## src/rtl/framebuffer_writer.sv

```systemverilog
// framebuffer_writer: double-buffered pixel sink, swaps with scanout at vblank.
// Optional back-buffer clear to BG_COLOR is built in when FB_CLEAR_EN is defined.
module framebuffer_writer #(
   parameter int                 BUFFER_WIDTH  = 160,
   parameter int                 BUFFER_HEIGHT = 120,
   parameter int                 COLOR_W       = 12,
   parameter logic [COLOR_W-1:0] BG_COLOR      = 12'h000,
   parameter int                 X_W           = $clog2(BUFFER_WIDTH),
   parameter int                 Y_W           = $clog2(BUFFER_HEIGHT),
   parameter int                 ADDR_W        = $clog2(BUFFER_WIDTH*BUFFER_HEIGHT)
) (
   input  logic               clk,
   input  logic               rstn,
   input  logic               pixel_s_valid,
   output logic               pixel_s_ready,
   input  logic [COLOR_W-1:0] pixel_s_color,
   input  logic [X_W-1:0]     pixel_s_x,
   input  logic [Y_W-1:0]     pixel_s_y,
   input  logic               pixel_s_last,
   output logic               fb_we,
   output logic               fb_buf,
   output logic [ADDR_W-1:0]  fb_addr,
   output logic [COLOR_W-1:0] fb_wdata,
   input  logic               vblank,
   output logic               front_buf,
   output logic               frame_done,
   output logic [15:0]        drop_count
);

   localparam int NPIX = BUFFER_WIDTH * BUFFER_HEIGHT;

   typedef enum logic [1:0] {
      CLEAR     = 2'd0,
      DRAW      = 2'd1,
      WAIT_SWAP = 2'd2
   } state_t;

`ifdef FB_CLEAR_EN
   localparam state_t RESUME = CLEAR;
`else
   localparam state_t RESUME = DRAW;
`endif

   state_t               state;
   state_t               state_d;
   logic                 ready_q;
   logic                 we_q;
   logic                 we_d;
   logic [ADDR_W-1:0]    addr_q;
   logic [ADDR_W-1:0]    addr_d;
   logic [COLOR_W-1:0]   wdata_q;
   logic [COLOR_W-1:0]   wdata_d;
   logic                 front_q;
   logic                 front_d;
   logic                 done_q;
   logic                 done_d;
   logic [15:0]          drop_q;
   logic [15:0]          drop_d;
   logic                 hs;
   logic                 in_range;
   logic [ADDR_W-1:0]    lin_addr;
`ifdef FB_CLEAR_EN
   logic [ADDR_W:0]      clr_cnt;
   logic [ADDR_W:0]      clr_cnt_d;
`endif

   assign pixel_s_ready = ready_q;
   assign fb_we         = we_q;
   assign fb_addr       = addr_q;
   assign fb_wdata      = wdata_q;
   assign front_buf     = front_q;
   assign fb_buf        = ~front_q;
   assign frame_done    = done_q;
   assign drop_count    = drop_q;

   assign hs = pixel_s_valid && ready_q;

   // range check is done at full width before the address is formed
   assign in_range = (32'(pixel_s_x) < BUFFER_WIDTH)
                  && (32'(pixel_s_y) < BUFFER_HEIGHT);

   // only used when in range, so the modular ADDR_W result is exact
   assign lin_addr = ADDR_W'(pixel_s_y) * ADDR_W'(BUFFER_WIDTH)
                   + ADDR_W'(pixel_s_x);

   // state register
   always_ff @(posedge clk or negedge rstn) begin
      if (!rstn) begin
         state <= RESUME;
      end else begin
         state <= state_d;
      end
   end

   // next state and next values of the registered outputs
   always_comb begin
      state_d = state;
      we_d    = 1'b0;
      addr_d  = addr_q;
      wdata_d = wdata_q;
      front_d = front_q;
      done_d  = 1'b0;
      drop_d  = drop_q;
`ifdef FB_CLEAR_EN
      clr_cnt_d = '0;
`endif
      unique case (state)
`ifdef FB_CLEAR_EN
         CLEAR: begin
            if (clr_cnt == (ADDR_W+1)'(NPIX)) begin
               state_d = DRAW;
            end else begin
               we_d      = 1'b1;
               addr_d    = clr_cnt[ADDR_W-1:0];
               wdata_d   = BG_COLOR;
               clr_cnt_d = clr_cnt + (ADDR_W+1)'(1);
            end
         end
`endif
         DRAW: begin
            if (hs) begin
               if (in_range) begin
                  we_d    = 1'b1;
                  addr_d  = lin_addr;
                  wdata_d = pixel_s_color;
               end else if (drop_q != 16'hFFFF) begin
                  drop_d = drop_q + 16'd1;
               end
               if (pixel_s_last) begin
                  state_d = WAIT_SWAP;
               end
            end
         end
         WAIT_SWAP: begin
            if (vblank) begin
               state_d = RESUME;
               front_d = ~front_q;
               done_d  = 1'b1;
            end
         end
         default: begin
            state_d = RESUME;
         end
      endcase
   end

   // registered outputs; ready follows the state being entered
   always_ff @(posedge clk or negedge rstn) begin
      if (!rstn) begin
         ready_q <= 1'b0;
         we_q    <= 1'b0;
         addr_q  <= '0;
         wdata_q <= '0;
         front_q <= 1'b0;
         done_q  <= 1'b0;
         drop_q  <= '0;
      end else begin
         ready_q <= (state_d == DRAW);
         we_q    <= we_d;
         addr_q  <= addr_d;
         wdata_q <= wdata_d;
         front_q <= front_d;
         done_q  <= done_d;
         drop_q  <= drop_d;
      end
   end

`ifdef FB_CLEAR_EN
   // clear address counter, idle at zero outside CLEAR
   always_ff @(posedge clk or negedge rstn) begin
      if (!rstn) begin
         clr_cnt <= '0;
      end else begin
         clr_cnt <= clr_cnt_d;
      end
   end
`endif

endmodule

```

## config.mk

```make
export PLATFORM = sky130hd
export DESIGN_NAME = framebuffer_writer
export DESIGN_NICKNAME = d
export VERILOG_FILES = /design/src/rtl/framebuffer_writer.sv
export SDC_FILE = /design/constraint.sdc
export NUM_CORES = 1
export LEC_CHECK = 0
export CAP_MARGIN = 15
export CORE_MARGIN = 3
export CORE_UTILIZATION = 43
export CTS_BUF_LIST = sky130_fd_sc_hd__clkbuf_4
export DETAILED_ROUTE_END_ITERATION = 6
export MAX_ROUTING_LAYER = met4
export PLACE_DENSITY = 0.78
export REMOVE_ABC_BUFFERS = 1
export SLEW_MARGIN = 15
export SYNTH_ARGS = -nofsm -noshare
export SYNTH_HDL_FRONTEND = slang
export SYNTH_SLANG_ARGS = --single-unit
```

## constraint.sdc

```tcl
create_clock -name clk -period 1.75 [get_ports clk]
set_input_delay 0.35 -clock clk [delete_from_list [all_inputs] [get_ports clk]]
set_output_delay 0.35 -clock clk [all_outputs]
set_load 0.03 [all_outputs]
```

[Word level (Yosys, flattened, before mapping)]
Cells that the tools add are included.
Cells by class
  eq/ne operators: 4
  $mul: 1
  muxes and demuxes: 9
  $add $sub $neg: 2
  bitwise logic cells: 2
  reduce and logical (&&, ||, !) cells: 5
  order comparisons: 2
Operator list (number)
  $add 16x1->16 const B: 1
  $ne 16x16->1 const B: 1
  $add 15x8->15: 1
  $mul 7x3->10 const B: 1
  $lt 8x8->1 const B: 1
  $lt 7x7->1 const B: 1
  $mux 2: 3
  $mux 1: 5
  $eq 2x1->1 const B: 2
  $pmux 2 s2: 1
  $reduce_and 4->1: 1
  $reduce_and 3->1: 1
  $eq 2x2->1 const B: 1
  $logic_and 1x1->1: 2
  $not 1->1: 2
  $reduce_and 2->1: 1
Word-level totals
  logic and storage cells: 33
  output and inout bits: 48
  register bits: 49

[Logic depth before layout (Yosys ltp)]
  depth in word-level cells: 5
  gate-level depth with buffers: 9
  gate-level depth less buffers: 8

[Worst setup path before layout]
No wires, ideal clock.
  kind: input to register
  from: input port pixel_s_y[1]
  to: register addr_q[13] (netlist: fb_addr[13])
  setup slack: -813 ps
  arrival time: 2481 ps
  data required time: 1668 ps
  stages: 8
  cells stage by stage: ha_1 -> ha_1 -> fa_1 -> a21o_2 -> a21oi_1 -> xor2_1 -> or4_1 -> a31oi_1
Between the ends
  longest elaborated chain between the ends: 3
RTL lines
  start, declared: line 18  | input logic [Y_W-1:0] pixel_s_y,
  branches (longest 3 deep; another with $add 15x8->15)
  end signal, assigned: line 160  | addr_q <= addr_d;
  end, declared: line 49  | logic [ADDR_W-1:0] addr_q;
Parallel ways; which one is timed is not known.
A chain may end at the register's enable or synchronous reset.

[Worst setup path in the final report]
  from: input port pixel_s_y[3]
  to: register addr_q[13] (netlist: fb_addr[13])
The elaborated chain is that of the path after synthesis.

==> metrics.txt <==
result of the run=finished, violations left; violated checks=setup timing; clock buffer count from CTS=5; grt total ovfl=0; initial core utilization=0.453; Inserted Diodes=0; Slew HR=0.738; Critical Path Max Stage Delay=510 ps; Reg2Reg Depth=7; RSZ-0062 raised after global routing=yes; last element of the critical path=fb_addr[13]$_DFFE_PN0P_; count of buffering cells on the critical path with inverters included=1; number of routed nets with antenna violations=0; classification of the worst-slack hold path=in -> async; HPWL Detailed=4.96 mm; Worst Tran Pin Value=393 ps; commonest non-fill, non-tap cell in the layout=sky130_fd_sc_hd__nand2_1; area delta synth->final=68.2%; DR vias/cell=5.14; 1st-pass router iterations=4; maximum number of pins on one net before global-route repair=31; crit-path most repeated cell=sky130_fd_sc_hd__ha_4; Worst Setup Start Kind=primary input; Post-Route Skew=14.5 ps; mapped cell area=2560 sq um; final standard cell count with taps included and fillers excluded=484; Port-buffer cells=79; clock root buffer master=sky130_fd_sc_hd__clkbuf_4; Arrival @ worst endpoint=2420 ps; required arrival time at the worst endpoint=2020 ps; fin. max-slew vios=0; Die ar.=6910 sq um; aggregate routed wire length=7.54 mm; top area cells in the synthesized netlist=sky130_fd_sc_hd__dfrtp_1 (47%), sky130_fd_sc_hd__nand2_1 (11%), sky130_fd_sc_hd__ha_1 (7.8%), sky130_fd_sc_hd__xor2_1 (5.8%), sky130_fd_sc_hd__o21ai_0 (2.2%); Setup crit end kind=flip-flop; maximum level of the CTS H-tree=2; PnR worst setup slack=-391 ps; terminus of the critical flop-to-flop path=drop_count[7]$_DFFE_PN0P_; Pwr Density=1220 nW/um^2; number of sinks on the clock net=49; startpoint of the worst setup timing path=pixel_s_y[3]; Setup Crit Path Kind=in -> reg; share of synthesized area occupied by flip-flops and latches=0.480; final setup fails=4; cells along the critical path=buf_8 -> ha_4 -> ha_4 -> fa_2 -> a21o_2 -> a21oi_2 -> xor2_1 -> or4_1 -> a31oi_1; critical register-to-register path startpoint=drop_count[1]$_DFFE_PN0P_; Hold Fails Final Rpt=0; worst IR drop on VDD=0.870 mV; Via Count=2,488; number of DRC markers after the initial detailed-route iteration=147; cell count after synthesis=268; Nets=461; Die Height=83.1 um; total leakage power=2.32 nW; maximum fanout along the worst path=2; Total GRT Usage=0.216; sum of internal, switching and leakage power=5.24 mW; share of the clock period used by the worst path=1.22; antenna violations before repair=0; post-synthesis sequential element count=49; chip width=83.1 um; number of distinct library cell variants in the gate-level netlist after synthesis=40; total I/O pin count=80; CP max-delay cell=sky130_fd_sc_hd__or4_1; CTS tree=yes; cell count after placement=469; Worst path top cell family by delay=adder cells; number of global-route vias before repair=2,494; proportion of layout cells with a drive suffix above 1=0.316; insertion delay of the later-clocked pin in the worst-skew pair=360 ps; clock period minus final worst setup slack=2140 ps; total number of yosys warnings=0; Worst R2R Setup Slack=20 ps; area of the core region=5640 sq um; placer congestion estimate=0.795; maximum number of buffers from clock root to sink=2; mean area per synthesized cell=9.54 sq um; maximum clock frequency=0.467 GHz; residual DRC count=0; Avg WL per Cell=15.6 um; commonest non-fill, non-tap cells in the layout=sky130_fd_sc_hd__nand2_1 (70), sky130_fd_sc_hd__buf_4 (56), sky130_fd_sc_hd__dfrtp_1 (48); aggregate negative setup slack=-938 ps; FP Rows=27; Crit path depth=9; Max-cap violations=0; portion of synthesized cell area occupied by the leading cell type=0.470; post-synth top area cell=sky130_fd_sc_hd__dfrtp_1; wire length of the first global-routing pass=12.0 mm; Worst-path clk slew=140 ps
-- synthesized netlist by cell type, drive strengths merged --
library cell / count
nand2: 72
dfrtp: 48
xor2: 17
ha: 16
nor2: 14
o21ai: 12
inv: 10
nand3: 10
a21oi: 5
nor3: 5
xnor2: 5
clkbuf: 4
mux2: 4
nand4: 4
nor2b: 4
a21o: 3
a31oi: 3
nand2b: 3
or2: 3
a211oi: 2
and2: 2
and3: 2
and4: 2
buf: 2
fa: 2
nor3b: 2
nor4: 2
o31ai: 2
or3b: 2
dfstp: 1
nand3b: 1
nor4b: 1
o21ba: 1
o21bai: 1
or4: 1
-- layer usage --
| metal | share of wire | vias to the layer above | global-route usage |
|---|---|---|---|
| li1 | - | 1177 | - |
| met1 | 0.41 | 1198 | 0.257 |
| met3 | 0.059 | 14 | 0.0317 |
| met5 | 0 | - | - |
| met2 | 0.51 | 99 | 0.378 |
| met4 | 0.017 | 0 | 0.0654 |
-- per-stage QoR --
step           hold slack, ps  setup slack [ps]  cell area (sq um)   util
2_1_floorplan            54.4              -813               2530      -
3_3_place_gp              340             -1230               3830  0.679
3_5_place_dp              337             -1310               3830  0.679
4_1_cts                   459              -337               4130  0.731
5_1_grt                   496              -489               4300  0.762
6_report                  473              -391               4300  0.762
-- sequential cells by signal (all words and copies together) (netlist names) --
register and cells:
drop_count 16, fb_addr 15, fb_wdata 12, state 2
fb_we 1, frame_done 1, front_buf 1, pixel_s_ready 1
-- worst min-delay path, cell delays in order --
cell	delay, ps
sky130_fd_sc_hd__dlygate4sd3_1	520
sky130_fd_sc_hd__buf_2	110
sky130_fd_sc_hd__buf_4	250
-- final cells by class --
| cell class | instances | area [sq um] |
|---|---|---|
| sequential | 49 | 1230 |
| clock inverter | 2 | 35.0 |
| fill | 386 | 1340 |
| tap | 72 | 90.1 |
| timing repair buffer | 142 | 1260 |
| clock buffer | 6 | 45.0 |
| multi-input combinational | 203 | 1600 |
| inverter | 10 | 40.0 |
-- repair_timing --
| action | CTS | global route |
|---|---|---|
| endpoints found under the hold margin | 40 | 0 |
| resized for setup | 111 | 39 |
| pin swaps | 24 | 13 |
| setup buffers | 4 | 2 |
| hold buffers | 1 | 0 |
| endpoints found under the setup margin | 75 | 56 |
-- how the worst min path moves through the flow --
stage	from	end	slack [ps]	depth (start not counted)
6_report	rstn	front_buf$_DFFE_PN0P_	470	3
5_1_grt	rstn	front_buf$_DFFE_PN0P_	500	3
4_1_cts	pixel_s_y[0]	fb_addr[5]$_DFFE_PN0P_	460	5
3_5_place_dp	rstn	front_buf$_DFFE_PN0P_	340	2
3_3_place_gp	rstn	front_buf$_DFFE_PN0P_	340	2
2_1_floorplan	rstn	drop_count[0]$_DFFE_PN0P_	50	0
-- logic make-up (layout without fill, tap and decap cells) --
| family | Yosys count | count (layout) | share of synthesized area |
|---|---|---|---|
| XOR/XNOR | 22 | 22 | 0.0754 |
| adder cells (fa/ha/maj) | 18 | 18 | 0.0940 |
| AO/OA/AOI/OAI | 29 | 29 | 0.0734 |
| multiplexers | 4 | 4 | 0.0176 |
| flip-flops | 49 | 49 | 0.480 |
| AND/OR/NAND/NOR | 130 | 130 | 0.236 |
| buffers and inverters | 16 | 160 | 0.0235 |
-- report_power, final --
group | switching [mW] | leakage, nW | internal, mW | total, mW
Clock | 0.345 | 0.0456 | 0.316 | 0.661
Combinational | 1.68 | 1.65 | 1.17 | 2.85
Sequential | 0.199 | 0.624 | 1.53 | 1.72
No activity file was read; power rests on OpenSTA's default activity.
